`config.mk`:
```
export PLATFORM = sky130hd
export DESIGN_NAME = junior_bit_sequencer
export DESIGN_NICKNAME = d
export VERILOG_FILES = /design/src/rtl/junior_bit_sequencer.sv
export SDC_FILE = /design/constraint.sdc
export NUM_CORES = 1
export LEC_CHECK = 0
export CAP_MARGIN = 20
export CORE_MARGIN = 2
export CORE_UTILIZATION = 42
export DETAILED_ROUTE_END_ITERATION = 10
export PLACE_DENSITY = 0.78
export SKIP_LAST_GASP = 1
export SYNTH_ARGS = -nofsm -noshare
export SYNTH_HDL_FRONTEND = slang
export SYNTH_SLANG_ARGS = --single-unit
```
`constraint.sdc`:
```
create_clock -name clk -period 2.3 [get_ports clk]
set_input_delay 0.575 -clock clk [delete_from_list [all_inputs] [get_ports clk]]
set_output_delay 0.575 -clock clk [all_outputs]
set_load 0.01 [all_outputs]
```
`src/rtl/junior_bit_sequencer.sv`:
```
// ---------------------------------------------------------------------------
// junior_bit_sequencer
//
// Takes a request word and hands out its set bits one at a time, lowest
// index (junior) first. Each bit that is handed out is cleared from the
// internal pending word. When the last set bit has been taken, the block
// is ready for a new word again.
//
// Handshake rules (both interfaces):
//   A transfer happens on a rising clk edge where valid=1 and ready=1.
//   valid never depends on ready. While valid=1 and ready=0, the payload
//   holds stable until the transfer happens.
//
// Ports:
//   clk         clock, all state changes on the rising edge
//   rst         asynchronous, active-high reset
//   load_valid  load_word is valid
//   load_ready  block can accept a new word (state IDLE)
//   load_word   request word to drain
//   flush       synchronous abort of the current drain (no effect in IDLE)
//   out_valid   out_index/out_onehot/out_last are valid (state DRAIN)
//   out_ready   downstream accepts the current bit
//   out_index   binary index of the current junior set bit
//   out_onehot  one-hot of the current junior set bit
//   out_last    current bit is the final set bit of the word
//   zero_o      one-cycle pulse: a loaded word was all zeros
//   busy        drain in progress (state DRAIN); doubles as the FSM state view
// ---------------------------------------------------------------------------
module junior_bit_sequencer #(
    parameter int WORD_WIDTH  = 8,
    parameter int INDEX_WIDTH = $clog2(WORD_WIDTH)
) (
    input  logic                   clk,
    input  logic                   rst,
    input  logic                   load_valid,
    output logic                   load_ready,
    input  logic [WORD_WIDTH-1:0]  load_word,
    input  logic                   flush,
    output logic                   out_valid,
    input  logic                   out_ready,
    output logic [INDEX_WIDTH-1:0] out_index,
    output logic [WORD_WIDTH-1:0]  out_onehot,
    output logic                   out_last,
    output logic                   zero_o,
    output logic                   busy
);

    typedef enum logic {
        IDLE  = 1'b0,
        DRAIN = 1'b1
    } state_t;

    localparam logic [WORD_WIDTH-1:0] ONE = {{(WORD_WIDTH-1){1'b0}}, 1'b1};

    state_t                  state;
    state_t                  state_next;
    logic [WORD_WIDTH-1:0]   pending;
    logic [WORD_WIDTH-1:0]   pending_next;
    logic                    zero_next;

    logic [WORD_WIDTH-1:0]   lowest;
    logic [INDEX_WIDTH-1:0]  lowest_index;
    logic                    lowest_is_last;

    // Two's-complement trick: x & -x isolates the lowest set bit.
    assign lowest = pending & (~pending + ONE);

    // Exactly one bit set: non-zero and clearing the lowest bit leaves zero.
    assign lowest_is_last = (pending != '0) && ((pending & (pending - ONE)) == '0);

    // One-hot to binary encode; only one bit of lowest can be set.
    always_comb begin
        lowest_index = '0;
        for (int i = 0; i < WORD_WIDTH; i++) begin
            if (lowest[i]) begin
                lowest_index = lowest_index | INDEX_WIDTH'(i);
            end
        end
    end

    // State register
    always_ff @(posedge clk or posedge rst) begin
        if (rst) begin
            state   <= IDLE;
            pending <= '0;
            zero_o  <= 1'b0;
        end else begin
            state   <= state_next;
            pending <= pending_next;
            zero_o  <= zero_next;
        end
    end

    // Next-state logic
    always_comb begin
        state_next   = state;
        pending_next = pending;
        zero_next    = 1'b0;
        case (state)
            IDLE: begin
                if (load_valid) begin
                    if (load_word != '0) begin
                        pending_next = load_word;
                        state_next   = DRAIN;
                    end else begin
                        zero_next = 1'b1;
                    end
                end
            end
            DRAIN: begin
                // flush wins over a beat presented in the same cycle.
                if (flush) begin
                    pending_next = '0;
                    state_next   = IDLE;
                end else if (out_ready) begin
                    pending_next = pending & ~lowest;
                    if (lowest_is_last) begin
                        state_next = IDLE;
                    end
                end
            end
            default: begin
                pending_next = '0;
                state_next   = IDLE;
            end
        endcase
    end

    // Output logic: everything is a function of the registered state and
    // pending word, and forced to zero outside DRAIN.
    always_comb begin
        load_ready = 1'b0;
        out_valid  = 1'b0;
        busy       = 1'b0;
        out_onehot = '0;
        out_index  = '0;
        out_last   = 1'b0;
        case (state)
            IDLE: begin
                load_ready = 1'b1;
            end
            DRAIN: begin
                out_valid  = 1'b1;
                busy       = 1'b1;
                out_onehot = lowest;
                out_index  = lowest_index;
                out_last   = lowest_is_last;
            end
            default: begin
                load_ready = 1'b0;
            end
        endcase
    end

endmodule

```
## Yosys cells after proc, flatten, opt, wreduce, memory -nomap -nowiden

Index checks and enable logic that the tools add are counted.

| storage, ports and cells | value |
|---|---|
| bits in registers | 10 |
| word-level logic and storage cells | 45 |

| operators by class | value |
|---|---|
| add/sub/neg operators | 2 |
| equal/unequal tests | 3 |
| multiplexer cells | 26 |
| bitwise gates (word level) | 6 |
| reductions and logical operators | 5 |

Operators by type and width:

| kind | number |
|---|---|
| two-way mux 8 bit | 5 |
| bitwise AND 8 bit | 3 |
| inverter 8 bit | 2 |
| case mux 8 bit (2 select lines) | 1 |
| nonzero test 8 bit | 2 |
| two-way mux 3 bit | 5 |
| two-way mux 1 bit | 12 |
| adder 8 x 1 -> 8 bit, second input constant | 1 |
| logical NOT 8 bit | 1 |
| subtractor 8 x 1 -> 8 bit, second input constant | 1 |
| two-way mux 2 bit | 2 |
| inequality test 2 bit, second input constant | 2 |
| inequality test 3 bit, second input constant | 1 |
| AND reduction 3 bit | 1 |
| case mux 1 bit (2 select lines) | 1 |
| logical AND 1 bit | 1 |
| inverter 1 bit | 1 |

## Longest topological paths before layout

Gate-level depths: netlist of the first run.

| logic depth | value |
|---|---|
| depth in word-level cells | 11 |
| mapped depth | 5 |

## Worst setup path after synthesis of the first run

OpenSTA, ideal clock, no wires.

| timing path | value |
|---|---|
| path type | register to output |
| start | register pending[2] |
| end | output out_last |
| data arrival time | 1.579 ns |
| setup slack | 0.146 ns |
| stages on the path, launching flop included | 6 |
| cells stage by stage | dfrtp_1 > buf_6 > or4_4 > nor4_4 > a211o_1 > and3_1 |

| between the ends | value |
|---|---|
| word-level cells in the longest chain between the ends | 5 |
| elaborated cells on any way between the ends | 6 |
| those cells by class | 1 x add/sub; 1 x mux; 1 x bitwise; 3 x reduce/logical |

Ends and longest elaborated chain:

| item | line | source |
|---|---|---|
| from (decl) | 57 | `logic [WORD_WIDTH-1:0] pending;` |
| from (signal assigned) | 89 | `pending <= pending_next;` |
| subtractor 8 x 1 -> 8 bit | 69 | `assign lowest_is_last = (pending != '0) && ((pending & (pending - ONE)) == '0);` |
| bitwise AND 8 bit | 69 |  |
| logical NOT 8 bit | 69 |  |
| logical AND 1 bit (*) | 69 |  |
| two-way mux 1 bit (*) | 138 | `case (state)` |
| to (decl) | 43 | `output logic out_last,` |

Every way passes the cells marked *; elsewhere a longest branch is shown, timed or not.

## Worst setup path after layout of the first run

| timing path | value |
|---|---|
| start | register pending[1] |
| end | output out_last |

Same word-level chain as after synthesis.

==> key figures, run 1 <==
Floorplanning
  – Core box area: 1710 um^2
  – Area of the die: around 2100 um^2
  – Die Height: 46.2 um
  – I/O pin count: 29
  – Row cnt: 15
  – Effective utilization at floorplan: 43.9%
  – Die width: 46.2 um

Worst setup path
  – Slowest stage delay, CP: 0.58 ns
  – Worst setup SP type: register
  – Critical path's top delay family: simple AND/OR/NAND/NOR gates
  – CP max FO: 4
  – CP Capture Type: primary output
  – Buf/Inv on CP: 2
  – CP Cell Sequence: buf_4, or4_4, o21ai_0, a211o_1, and3_1, buf_2
  – Critical path's slowest cell: or4_4
  – WP data arrival: 1.97 ns
  – Flop2flop setup slack: 0.50 ns
  – WS Path Type: register to primary output
  – RR Startpoint: pending[1]
  – Reg2Reg Depth: 6
  – Capturing point of the worst reg2reg path: pending[7]
  – CP required: ~1.7 ns

STA
  – Final Hold Vio Count: 0
  – Slew of the pin with the lowest slew margin: 0.435 ns
  – Final Setup Violations: 5
  – Period utilisation layout: 111%
  – Min cycle time layout: 2.54 ns
  – Clk_skew: around 0.0027 ns
  – Slew Viols, Final: 0
  – RSZ-0062 raised after global routing: true
  – Max_slew headroom: just over 70%
  – FMAX: 393 MHz
  – Final worst setup slack: -0.245 ns

Place
  – PortBufs: 28
  – DP Wirelength: about 1.8 mm
  – Gpl congestion: 0.825
  – Placed insts: 150
  – Placed inst area: 1130 um^2

Finish
  – Non-filler instance count after layout: 157
  – Nets: 147
  – Area growth syn-to-layout: 56.9%
  – Design area: 1180 um^2
  – Post-layout util: about 70%
  – Ratio of cells with drive above 1 in the final layout: 26.5%
  – Diodes inserted: 0
  – Fill cells: roughly 140

Synth
  – Syn_nets: 102
  – Synth top area share: 33.4%
  – Async S/R FF share, synth: 100%
  – Synth Register Bits: 10
  – Syn. warnings: 0
  – Seq/Total Area, Yosys: 33.4%
  – Post-synth top area cell: dfrtp_1
  – Synth Cell Area: 749 um^2
  – Synthesized area per cell: 8.42 um^2
  – Post-synth top cells: nor2_1 (12), dfrtp_1 (10), o21ai_0 (8)
  – Largest cells by area after synthesis: dfrtp_1 (33%), a22o_1 (8.2%), nor2_1 (6.0%)
  – Top-count cell post-synth: nor2_1
  – Ys flop type: dfrtp_1
  – Synth Instances: just under 90
  – Number of library cell types mapped by synthesis: 31
  – Number of flops mapped to enable cells by yosys: 0

GRT
  – Vias in the first global route: 843
  – Initial antenna violation count: 0
  – First-pass GRT wire length: ~3.8 mm
  – Pin count of the biggest net entering global routing: 12
  – Total grt overflow: 0
  – Gr usage total: 24.7%

Detailed routing
  – Via Count: 911
  – Drt total wl: approximately 2.5 mm
  – Vias per cell: 5.80
  – DR iter-0 viols: 30
  – DRT antenna net count: 0
  – Pre-Repair DR Iteration Count: 4
  – DRC: 0
  – Drt wl/cell: about 16 um

CTS
  – CTS Sinks: 10
  – CTS Buffer Depth: 2
  – Total CTS buffers: 3
  – Clk root buf: clkbuf_4
  – H-tree depth: 1
  – Clk Latency, worst-skew pair: about 0.27 ns
  – CTS Hold Bufs: 0
  – Clock transition at the registers of the reported paths: 0.07 ns
  – CTS tree: built

Pwr
  – Peak supply drop: 0.769 mV
  – PD cells: 1410 nW/um^2
  – Leak: 0.000548 uW

Job
  – MaxCap Viol Count: 0

Status
  – Run status: complete, but fails checks
  – Failing checks: setup timing

Worst hold path
  – Hold Path Class: input pin to asynchronous set/reset pin
-- final cells by class --
| cell class | instances | area [um^2] | share of cell area, % |
|---|---|---|---|
| Clock buffer | 3 | 22.5 | 1.91 |
| Tap cell | 25 | 31.3 | 2.66 |
| Sequential cell | 10 | 250 | 21.3 |
| Multi-Input combinational cell | 69 | 470 | 40.0 |
| Timing Repair Buffer | 46 | 387 | 32.9 |
| Inverter | 4 | 15.0 | 1.28 |
-- placed cells by master, fill, tap and decap left out, types with 2 or more instances in the layout --
cell type,count
dfrtp_1,10
nor3_1,2
nor4_1,2
buf_2,5
inv_1,4
a21oi_1,4
and3_1,5
dlygate4sd2_1,3
buf_4,17
nor2_1,12
nor4_4,3
o22ai_1,4
nand2b_1,4
clkbuf_4,3
clkdlybuf4s50_1,18
a22o_1,7
nor2b_1,2
o21ai_0,7
nand2_1,3
-- through the flow --
step | setup slack (ns) | hold WS [ns] | setup TNS, ns | total power (uW)
6_report | -0.245 | 0.591 | -0.753 | 1650
3_5_place_dp | -0.289 | 0.617 | -0.937 | 1410
2_1_floorplan | 0.146 | 0.415 | 0 | 940
5_1_grt | -0.290 | 0.647 | -1.05 | 1750
3_3_place_gp | -0.239 | 0.627 | -0.774 | 1380
4_1_cts | -0.237 | 0.612 | -0.679 | 1580
-- cells by family (layout without fill, tap and decap cells) --
group | Yosys count | count (layout) | synth area share, %
flops | 10 | 10 | 33.4
compound gates | 29 | 29 | 26.0
simple gates | 40 | 40 | 33.9
buf+inv | 10 | 53 | 6.68
-- flip-flops by register name, summed over array words and instances, names as in the netlist --
name and cells:
state 1, zero_o 1, pending 8
-- power breakdown --
part	internal (uW)	total, uW	switching [uW]
Clock	60.7	130	69.7
Sequential	247	341	94.0
Combinational	590	1180	591
-- worst max path at each step --
| stage | slack, ns | to | cells after the start | startpoint |
|---|---|---|---|---|
| after floorplan | 0.15 | out_last | 5 | pending[2] |
| after global placement | -0.24 | out_last | 5 | pending[1] |
| after detailed placement | -0.29 | out_last | 5 | pending[1] |
| after CTS | -0.24 | out_onehot[7] | 5 | pending[4] |
| after global routing | -0.29 | out_last | 6 | pending[1] |
| final | -0.24 | out_last | 6 | pending[1] |
-- layer usage --
| layer | vias to the layer above | track usage, % | wire [um] |
|---|---|---|---|
| met4 | 0 | 6.29 | 19 |
| met1 | 437 | 34.2 | 1070 |
| li1 | 418 | - | - |
| met5 | - | 0 | 0 |
| met2 | 52 | 40.0 | 1240 |
| met3 | 4 | 3.53 | 190 |
-- what timing repair did --
| item | in CTS | in global routing |
|---|---|---|
| setup buffers | 3 | 1 |
| gates resized for setup | 28 | 7 |
| gates cloned | 0 | 0 |
| endpoints found under the setup margin | 10 | 8 |
| pin swaps | 4 | 4 |
(Power assumes the default switching activity.)
==> run 2: changes to the inputs <==
Settings changed: REMOVE_ABC_BUFFERS set to 1.
Clock period 2.3 ns to 2.4 ns, I/O delays scaled along.
==> key figures, run 2 (synthesized netlist as in run 1, its figures left out) <==
Pwr
  – PD cells: 1360 nW/um^2
  – Peak supply drop: 0.681 mV
  – Switch share: 44.0%
  – Leak: 0.000595 uW
  – Gate power share: about 70%
  – Internal Pwr Total: roughly 960 uW
  – Pwr Total: 1710 uW
  – Flop pwr share: 20.1%
  – Sw power: between 700 and 800 uW
  – Clk pwr share: 9.6%

Worst setup path
  – RR Startpoint: pending[4]
  – Flop2flop setup slack: ~0.44 ns
  – CP required: approximately 1.8 ns
  – CP Cell Sequence: or4_4, buf_4, o21ai_2, a211o_1, and3_1, buf_2
  – Capturing point of the worst reg2reg path: pending[7]
  – WP data arrival: slightly below 2 ns
  – Slowest stage delay, CP: 0.57 ns
  – Critical path's slowest cell: or4_4
  – Reg2Reg Depth: 7
  – CP max FO: 3
  – WS Path Type: register to primary output
  – Buf/Inv on CP: 2
  – Critical path's top delay family: simple AND/OR/NAND/NOR gates
  – Worst setup SP type: register
  – CP Capture Type: primary output

Place
  – DP Wirelength: 1.70 mm
  – PortBufs: 28
  – Placed inst area: 1140 um^2
  – Post-Place Setup Slack: -0.209 ns
  – Gpl congestion: roughly 0.87

STA
  – Slew of the pin with the lowest slew margin: 0.727 ns
  – Final worst setup slack: -0.191 ns
  – Final Hold Vio Count: 0
  – Max_slew headroom: 51.4%
  – Period utilisation layout: 108%
  – Final Setup Violations: 6
  – Clk_skew: 0.00520 ns
  – RSZ-0062 raised after global routing: true
  – FMAX: 386 MHz
  – Min cycle time layout: 2.59 ns
  – Slew Viols, Final: 0

Floorplanning
  – Area of the die: 2140 um^2
  – I/O pin count: 29
  – Row cnt: 15
  – Effective utilization at floorplan: between 40% and 50%
  – Die Height: 46.2 um
  – Core box area: 1710 um^2
  – Die width: 46.2 um

Status
  – Failing checks: setup timing
  – Run status: complete, but fails checks

Job
  – MaxCap Viol Count: 0

Detailed routing
  – Via Count: 933
  – DRT antenna net count: 0
  – Drt total wl: 2.61 mm
  – Vias per cell: 5.69
  – Pre-Repair DR Iteration Count: 4
  – DR iter-0 viols: 38
  – DRC: 0
  – Drt wl/cell: between 15 and 20 um

CTS
  – Clk root buf: clkbuf_4
  – H-tree depth: 1
  – CTS Sinks: 10
  – Clk Latency, worst-skew pair: 0.28 ns
  – Total CTS buffers: 3
  – CTS Hold Bufs: 0
  – Clock transition at the registers of the reported paths: 0.08 ns
  – CTS Buffer Depth: 2
  – CTS tree: built

GRT
  – Pin count of the biggest net entering global routing: 14
  – Vias in the first global route: 899
  – First-pass GRT wire length: 3.88 mm
  – Gr usage total: 25.4%
  – Total grt overflow: 0
  – Initial antenna violation count: 0

Finish
  – Top flop regs: pending (8), state (1), zero_o (1)
  – Commonest non-fill, non-tap cell in the layout: buf_4
  – Diodes inserted: 0
  – Ratio of cells with drive above 1 in the final layout: 30.2%
  – Design area: 1260 um^2
  – Largest Register: pending
  – Nets: between 150 and 200
  – Max reg flops: 8
  – Most frequent cells in the layout: buf_4 (21), clkdlybuf4s50_1 (18), nor2_1 (12), dfrtp_1 (10), a22o_1 (7)
  – Area growth syn-to-layout: 68.1%

Worst hold path
  – Hold Path Class: input pin to asynchronous set/reset pin
[run 2: changes by cell type in the layout (fill, tap and decap cells not counted), sizes merged]
cell / delta
dlygate4sd2: +1
buf: +7
clkdlybuf4s15: -1
[run 2: power by group through the flow]
| stage | clock [uW] | sequential, uW | combinational (uW) |
|---|---|---|---|
| after floorplan | 0 | 383 | 471 |
| after global placement | 0 | 318 | 1010 |
| after detailed placement | 0 | 325 | 1020 |
| after CTS | 160 | 330 | 1130 |
| after global routing | 168 | 348 | 1290 |
| final | 164 | 344 | 1200 |
[run 2: per-stage QoR]
stage	util, %	hold slack, ns	instances	setup TNS [ns]
2_1_floorplan	-	0.440	83	0
3_5_place_dp	66.7	0.627	151	-0.513
3_3_place_gp	66.7	0.633	151	-0.438
5_1_grt	73.8	0.668	164	-1.29
6_report	73.8	0.602	164	-0.690
4_1_cts	72.3	0.617	163	-0.371
[run 2: area by class of cell]
type | count | area, um^2
clock buffer | 4 | 36.3
inverter | 4 | 15.0
sequential | 10 | 250
fill | 118 | 448
timing repair buffer | 52 | 443
tap | 25 | 31.3
multi-input combinational | 69 | 484
[run 2: how the worst max path moves through the flow]
| stage | start | to | slack, ns | cells after the start |
|---|---|---|---|---|
| final | pending[4] | out_last | -0.19 | 6 |
| after floorplan | pending[0] | out_index[0] | 0.23 | 4 |
| after detailed placement | pending[1] | out_last | -0.21 | 5 |
| after CTS | pending[3] | out_last | -0.13 | 6 |
| after global placement | pending[1] | out_last | -0.19 | 5 |
| after global routing | pending[1] | out_index[0] | -0.25 | 7 |
[run 2: repair_timing]
item / CTS / global route
setup endpoints to repair: 10 / 6
setup buffers: 8 / 1
pin swaps: 9 / 5
resized for setup: 37 / 3
[run 2: layer usage]
layer	track usage, %	wire length, um	part of all wire [%]
met1	29.5	1030	40
met2	46.7	1360	52
met3	5.49	204	7.8
met4	5.71	15	0.58
met5	0	0	0
==> run 3: changes to the inputs <==
Settings changed: CELL_PAD_IN_SITES_DETAIL_PLACEMENT set to 0, CELL_PAD_IN_SITES_GLOBAL_PLACEMENT set to 1, CORE_UTILIZATION 42 to 27, PLACE_DENSITY 0.78 to 0.74.
Clock period 2.4 ns to 2.27 ns, I/O delays scaled along.
==> key figures, run 3 (synthesized netlist as in run 1, its figures left out) <==
Pwr
  – PD cells: 1410 nW/um^2
  – Leak: 0.000594 uW
  – Sw power: 750 uW
  – Switch share: 42.7%
  – Internal Pwr Total: 1010 uW
  – Flop pwr share: 19.4%
  – Peak supply drop: 0.773 mV
  – Gate power share: between 70% and 80%
  – Clk pwr share: under 10%

Finish
  – Top flop regs: pending (8), state (1), zero_o (1)
  – Largest Register: pending
  – Nets: between 150 and 200
  – Area growth syn-to-layout: 65.9%
  – Fill cells: between 300 and 400
  – Most frequent cells in the layout: buf_4 (19), clkdlybuf4s50_1 (17), nor2_1 (12), dfrtp_1 (9)
  – Diodes inserted: 0
  – Non-filler instance count after layout: 169
  – Post-layout util: 46.3%
  – Ratio of cells with drive above 1 in the final layout: 31.9%
  – Max reg flops: 8
  – Commonest non-fill, non-tap cell in the layout: buf_4

STA
  – Clk_skew: 0.00192 ns
  – Final worst setup slack: -0.213 ns
  – Period utilisation layout: 109%
  – Slew Viols, Final: 0
  – Setup TNS: -0.518 ns
  – Slew of the pin with the lowest slew margin: ~0.73 ns
  – Max_slew headroom: between 50 and 60%
  – Min cycle time layout: 2.48 ns
  – RSZ-0062 raised after global routing: true
  – FMAX: 403 MHz
  – Final Hold Vio Count: 0
  – Final Setup Violations: 4

GRT
  – Pin count of the biggest net entering global routing: 14
  – Total grt overflow: 0
  – Vias in the first global route: 911
  – First-pass GRT wire length: 4.15 mm
  – Initial antenna violation count: 0
  – Gr usage total: 16.5%

Detailed routing
  – DR iter-0 viols: 16
  – Drt total wl: 2.42 mm
  – Pre-Repair DR Iteration Count: 4
  – DRT antenna net count: 0
  – Via Count: approximately 900
  – DRC: 0
  – Vias per cell: 5.17
  – Drt wl/cell: around 14 um

Worst setup path
  – RR Startpoint: state
  – Critical path's top delay family: simple AND/OR/NAND/NOR gates
  – Slowest stage delay, CP: roughly 0.39 ns
  – Flop2flop setup slack: 0.39 ns
  – CP max FO: 4
  – WS Path Type: register to primary output
  – CP Cell Sequence: buf_6, nor4_4, buf_4, a211oi_2, a211o_1, and3_1, buf_2
  – Worst setup SP type: register
  – Capturing point of the worst reg2reg path: pending[6]
  – Buf/Inv on CP: 3
  – CP required: 1.70 ns
  – WP data arrival: approximately 1.9 ns
  – CP Capture Type: primary output
  – Critical path's slowest cell: dfrtp_1
  – Reg2Reg Depth: 5

Floorplanning
  – Effective utilization at floorplan: 27.9%
  – Row cnt: 19
  – Die Height: around 57 um
  – Area of the die: 3210 um^2
  – Die width: 56.7 um
  – Core box area: 2690 um^2
  – I/O pin count: 29

Status
  – Run status: complete, but fails checks
  – Failing checks: setup timing

CTS
  – H-tree depth: 1
  – CTS Sinks: 10
  – CTS tree: built
  – Clk root buf: clkbuf_4
  – Clock transition at the registers of the reported paths: 0.07 ns
  – CTS Hold Bufs: 0
  – CTS Buffer Depth: 2
  – Total CTS buffers: 3
  – Clk Latency, worst-skew pair: between 0.2 and 0.3 ns

Place
  – Placed insts: about 160
  – PortBufs: 28
  – DP Wirelength: roughly 1.8 mm
  – Gpl congestion: 0.801
  – Post-Place Setup Slack: -0.310 ns

Worst hold path
  – Hold Path Class: input pin to asynchronous set/reset pin

Job
  – MaxCap Viol Count: 0
==> run 3: cell types whose count changed in the layout (fill, tap and decap cells not counted), sizes merged <==
cell	previous run	this run
clkdlybuf4s50	18	17
dlygate4sd2	4	1
buf	30	29
dlymetal6s2s	0	1
clkbuf	4	7
==> run 3: what timing repair did <==
item                                    CTS  global route
pin swaps                                 7             3
endpoints found under the setup margin   10            10
resized for setup                        37             9
setup buffers                             6             1
==> run 3: final cells by class <==
class / instances / area, um^2 / area share (%)
Timing Repair Buffer: 51 / 430 / 34.6
Tap cell: 31 / 38.8 / 3.12
Sequential cell: 10 / 251 / 20.2
Multi-Input combinational cell: 69 / 472 / 37.9
Clock buffer: 4 / 36.3 / 2.92
Inverter: 4 / 15.0 / 1.21
==> run 3: worst max-delay path by stage <==
stage	endpoint	startpoint	slack, ns	depth (start not counted)
global route	out_last	pending[1]	-0.30	7
global placement	out_last	pending[1]	-0.29	5
floorplan	out_index[0]	pending[0]	0.13	4
CTS	out_last	pending[3]	-0.23	7
finish	out_last	pending[1]	-0.21	7
detailed placement	out_last	pending[1]	-0.31	5
==> run 3: per-layer routing <==
layer | GRT usage, % | wire (um) | up-vias
li1 | - | - | 427
met1 | 20.5 | 1010 | 420
met2 | 28.2 | 1260 | 25
met3 | 5.07 | 131 | 2
met4 | 3.06 | 17 | 0
met5 | 0 | 0 | -
==> run 3: power by group through the flow <==
stage	registers (uW)	logic [uW]	clock network (uW)
after floorplan	405	498	0
after global routing	351	1370	173
after detailed placement	328	1140	0
after global placement	329	1130	0
final	341	1250	161
after CTS	337	1240	164
==> run 3: through the flow <==
stage / area, um^2 / power, uW / hold slack (ns)
after global routing: 1240 / 1890 / 0.620
after CTS: 1240 / 1740 / 0.579
final: 1240 / 1760 / 0.570
after floorplan: 714 / 902 / 0.408
after global placement: 1160 / 1460 / 0.644
after detailed placement: 1160 / 1470 / 0.645
